## src/rtl/regfile_write_arbiter.sv

```systemverilog
// Round-robin arbiter sharing the register file's single write port between
// the ALU result (A) and load data (B); the granted write is registered one cycle.
module regfile_write_arbiter #(
    parameter int unsigned DATA_WIDTH = 32,
    parameter int unsigned ADDR_WIDTH = 5,
    parameter int unsigned CNT_WIDTH  = 8
) (
    input  logic                  clk,
    input  logic                  reset,
    input  logic                  stall_i,
    input  logic                  a_valid_i,
    input  logic [ADDR_WIDTH-1:0] a_addr_i,
    input  logic [DATA_WIDTH-1:0] a_data_i,
    output logic                  a_ready_o,
    input  logic                  b_valid_i,
    input  logic [ADDR_WIDTH-1:0] b_addr_i,
    input  logic [DATA_WIDTH-1:0] b_data_i,
    output logic                  b_ready_o,
    output logic                  Reg_Write_o,
    output logic [ADDR_WIDTH-1:0] Write_Register_o,
    output logic [DATA_WIDTH-1:0] Write_Data_o,
    output logic                  last_grant_o,
    output logic [CNT_WIDTH-1:0]  drop_cnt_o
);

    localparam logic [CNT_WIDTH-1:0]  CNT_MAX   = '1;
    localparam logic [ADDR_WIDTH-1:0] ADDR_ZERO = '0;

    typedef enum logic {
        PRIO_A = 1'b0,
        PRIO_B = 1'b1
    } prio_t;

    prio_t                 state_q;
    prio_t                 state_d;
    logic                  grant;
    logic [ADDR_WIDTH-1:0] sel_addr;
    logic [DATA_WIDTH-1:0] sel_data;

    // Priority state register
    always_ff @(posedge clk) begin
        if (reset) begin
            state_q <= PRIO_A;
        end else begin
            state_q <= state_d;
        end
    end

    // Grant decision and next priority; nothing is granted during reset or stall
    always_comb begin
        a_ready_o = 1'b0;
        b_ready_o = 1'b0;
        state_d   = state_q;
        if (!reset && !stall_i) begin
            if (a_valid_i && (!b_valid_i || state_q == PRIO_A)) begin
                a_ready_o = 1'b1;
                state_d   = PRIO_B;
            end else if (b_valid_i) begin
                b_ready_o = 1'b1;
                state_d   = PRIO_A;
            end
        end
    end

    assign grant    = a_ready_o | b_ready_o;
    assign sel_addr = b_ready_o ? b_addr_i : a_addr_i;
    assign sel_data = b_ready_o ? b_data_i : a_data_i;

    // Registered write port; register-0 writes are swallowed and counted
    always_ff @(posedge clk) begin
        if (reset) begin
            Reg_Write_o      <= 1'b0;
            Write_Register_o <= '0;
            Write_Data_o     <= '0;
            last_grant_o     <= 1'b0;
            drop_cnt_o       <= '0;
        end else begin
            Reg_Write_o <= grant && (sel_addr != ADDR_ZERO);
            if (grant) begin
                last_grant_o <= b_ready_o;
                if (sel_addr != ADDR_ZERO) begin
                    Write_Register_o <= sel_addr;
                    Write_Data_o     <= sel_data;
                end else if (drop_cnt_o != CNT_MAX) begin
                    drop_cnt_o <= drop_cnt_o + CNT_WIDTH'(1);
                end
            end
        end
    end

endmodule
```

## config.mk

```make
export PLATFORM = sky130hd
export DESIGN_NAME = regfile_write_arbiter
export DESIGN_NICKNAME = d
export VERILOG_FILES = /design/src/rtl/regfile_write_arbiter.sv
export SDC_FILE = /design/constraint.sdc
export NUM_CORES = 1
export LEC_CHECK = 0
export ABC_AREA = 0
export CAP_MARGIN = 10
export CORE_UTILIZATION = 41
export CTS_BUF_LIST = sky130_fd_sc_hd__clkbuf_4 sky130_fd_sc_hd__clkbuf_8
export CTS_CLUSTER_DIAMETER = 80
export CTS_CLUSTER_SIZE = 24
export DETAILED_ROUTE_END_ITERATION = 12
export PLACE_DENSITY = 0.82
export SLEW_MARGIN = 20
export SYNTH_ARGS = -nofsm -noshare
export SYNTH_HDL_FRONTEND = slang
export SYNTH_SLANG_ARGS = --single-unit
```

## constraint.sdc

```tcl
create_clock -name clk -period 2.98 [get_ports clk]
set_input_delay 0.298 -clock clk [delete_from_list [all_inputs] [get_ports clk]]
set_output_delay 0.298 -clock clk [all_outputs]
set_load 0.005 [all_outputs]
```

==> flow_metrics.tcl <==
set metrics [dict create \
    path_common_cell "clkdlybuf4s50_1" \
    place.detailed.hpwl_um 4398 \
    postCtsSetupRepairBufs 0 \
    status "finished clean" \
    cts-htree-levels 2 \
    setup_viol 0 \
    antenna_found_initial 0 \
    grtUsageTotal_pct 19.58 \
    num_rows 28 \
    cts_buffers 5 \
    core_area_mm2 0.005956 \
    crit_fanout 7 \
    synth_top_area_share_pct 37.87 \
    min_period_ns 2.606 \
    path_class "in -> out" \
    cpPeakStageDelay_ns 0.54 \
    n_fill_cell 509 \
    slew_viol_final 0 \
    clk_latency_ns 0.30 \
    reg2reg_to "drop_cnt_o[4]" \
    ys_seq_elements 48 \
    ys_types 34 \
    ys.flop_type "dfxtp_1" \
    placed_cells 437 \
    worstPathCellList "clkdlybuf4s50_1 > or3b_1 > buf_4 > or2_2 > inv_1 > clkdlybuf4s50_1" \
    tns_ns 0 \
    via_per_inst 4.998 \
    dieHeight_um 80.67 \
    routed_wl_um 6007 \
    min_path_cells 2 \
    yosysMostFrequentCell "mux2i_1" \
    synth_nets 329 \
    tightest_slew_ns 0.5876 \
    path_clk_slew_ns 0.08 \
    first_pass_iters 4 \
    route.detailed.drc 0 \
    grt_start_max_net_pins 57 \
    slowest_stage "clkdlybuf4s50_1" \
    ys_warn_count 0 \
    ant_nets 0 \
    fin_crit_sh_pct 87.45 \
    grt_pass1_vias 2171 \
    synthArstFlopShare_pct 0 \
    io_pins 128 \
    fin_nets 449 \
    die_x_um 80.67 \
    dr.first_iter.drc_count 68 \
    syn_area_per_cell_um2 10.19 \
    cts_tree "yes" \
    r2r-start "state_q" \
    maxClockFrequency_ghz 0.3837 \
    cts-root-buf "clkbuf_8" \
    syn2layout_area_growth_pct 55.77 \
    cellPowerDensity_mw_per_mm2 365.7 \
    synth_common_cells "69 x mux2i_1, 48 x dfxtp_1, 36 x nand2b_1" \
    dieArea_mm2 0.006508 \
    clockBufferDepth 2 \
    synth_area_leader_cell "dfxtp_1" \
    cp-end-kind "primary output" \
    syn-instance-count 249 \
    wl_per_cell_um 13.50 \
    clkSinkCount 48 \
    whs_ns 0.4662 \
    rrSetupSlack_ns 0.91 \
    critPathRequiredTime_ns 2.68 \
    gp_congestion 0.8138 \
    start_kind "input pin" \
    finalHoldViolations 0 \
    arrival_ns 2.31 \
    cts_resized 0 \
    ir_worst_vdd_v 0.0001938 \
    initial_core_util_pct 42.61 \
    vias 2224 \
    synthTopCellsByArea "dfxtp_1 38%, mux2i_1 27%, nand2b_1 8.9%" \
    max_cap_viol_count 0 \
    rr_worst_depth 4 \
    final_layout_size_suffix_gt1_share_pct 6.486 \
    ys_seq_area_share_pct 37.87 \
    synth-edff-count 0 \
    rsz0062_at_grt "false" \
    slew_headroom_pct 60.71 \
    fin_cells 445 \
    p_total_mw 1.445 \
    grt_overflow 0 \
    clock_skew_ns 0.009239 \
    syn_area_mm2 0.002537 \
    hp-start "last_grant_o" \
    dp_slack_ns 0.3299 \
    ctsHoldBuffers 0 \
    port_buffers 127 \
    holdCritPathClass "reg -> reg" \
    grt_pass1_wl_um 9846 \
    hold_end "last_grant_o" \
    antennaDiodeCount 0 \
    finalWorstSetupSlack_ns 0.3739 \
    p_leak_nw 1.814 \
]
-- power breakdown --
group / switching [mW] / leakage, nW / internal (mW)
Combinational: 0.108 / 1.37 / 0.218
Sequential: 0.0212 / 0.394 / 0.682
Clock: 0.218 / 0.0479 / 0.198
Total: 0.347 / 1.81 / 1.10
-- final cells by class --
| class | count | area [um^2] | share of cell area (%) |
|---|---|---|---|
| multi-input combinational | 176 | 1444 | 36.53 |
| timing repair buffer | 132 | 1334 | 33.74 |
| sequential | 48 | 960.9 | 24.31 |
| tap | 75 | 93.84 | 2.374 |
| clock buffer | 7 | 90.09 | 2.279 |
| inverter | 6 | 22.52 | 0.5698 |
| clock inverter | 1 | 7.507 | 0.1899 |
-- metrics by stage --
stage | area [um^2] | util (%)
floorplan | 2537 | -
global placement | 3855 | 64.73
detailed placement | 3855 | 64.73
CTS | 3953 | 66.37
global route | 3953 | 66.37
finish | 3953 | 66.37
-- worst max-delay path by stage --
stage,start,end,slack [ns],depth (start not counted)
floorplan,stall_i,drop_cnt_o[4],0.79,6
global placement,b_valid_i,drop_cnt_o[7],0.36,5
detailed placement,b_valid_i,drop_cnt_o[2],0.33,5
CTS,b_valid_i,b_ready_o,0.38,6
global route,b_valid_i,b_ready_o,0.30,6
finish,b_valid_i,b_ready_o,0.37,6
-- placed cells by master (no fill, tap or decap) --
cell             Yosys  layout
a31oi_1              6       6
nand3_1              2       1
clkbuf_8             0       6
o211ai_2             1       1
and3_1               2       2
dfxtp_1             48      48
o21ai_0              5       4
a211oi_1             1       1
ha_1                 1       1
nor2_1               9       9
a311oi_1             1       1
mux2i_1             69      69
a211oi_2             1       1
o21a_1               1       1
clkbuf_4             0       1
nor3b_1              3       3
nand4_1              2       2
inv_1                6       6
clkdlybuf4s50_1      0     127
o211a_1              1       1
a2111oi_2            4       4
clkinvlp_4           0       1
a21oi_1              3       3
mux2_1               6       6
nand2_1              7       7
o21ai_1              0       1
nand3_2              0       1
nor2b_1              7       7
mux2_2               1       1
a2111oi_4            1       1
or4_1                1       1
nor4_1               2       2
nand2b_1            36      36
buf_4                1       3
or3b_1               1       1
or4_4                1       1
or2_2                1       1
buf_12               0       2
-- logic make-up after synthesis --
logic type               synth area share (%)
multiplexers                            30.33
flip-flops                              37.87
AO/OA/AOI/OAI                           8.827
adder cells (fa/ha/maj)                0.4930
AND/OR/NAND/NOR                         17.06
buffers and inverters                   5.424
-- worst max-delay path, delay by kind of cell --
kind | cells | cell delay [ns]
simple gates | 2 | 0.72
buf+inv | 4 | 1.29
-- routing by layer --
layer / vias up / track usage (%) / routed length [um]
li1: 1118 / - / -
met1: 1009 / 23.20 / 2632
met2: 89 / 32.12 / 2711
met3: 8 / 7.841 / 575
met4: 0 / 6.071 / 88
met5: - / 0 / 0
-- registers in the layout (all words and copies together), names as in the netlist --
signal            count
Write_Data_o         32
drop_cnt_o            8
Write_Register_o      5
Reg_Write_o           1
last_grant_o          1
state_q               1
Power figures use the tool's default switching activity.
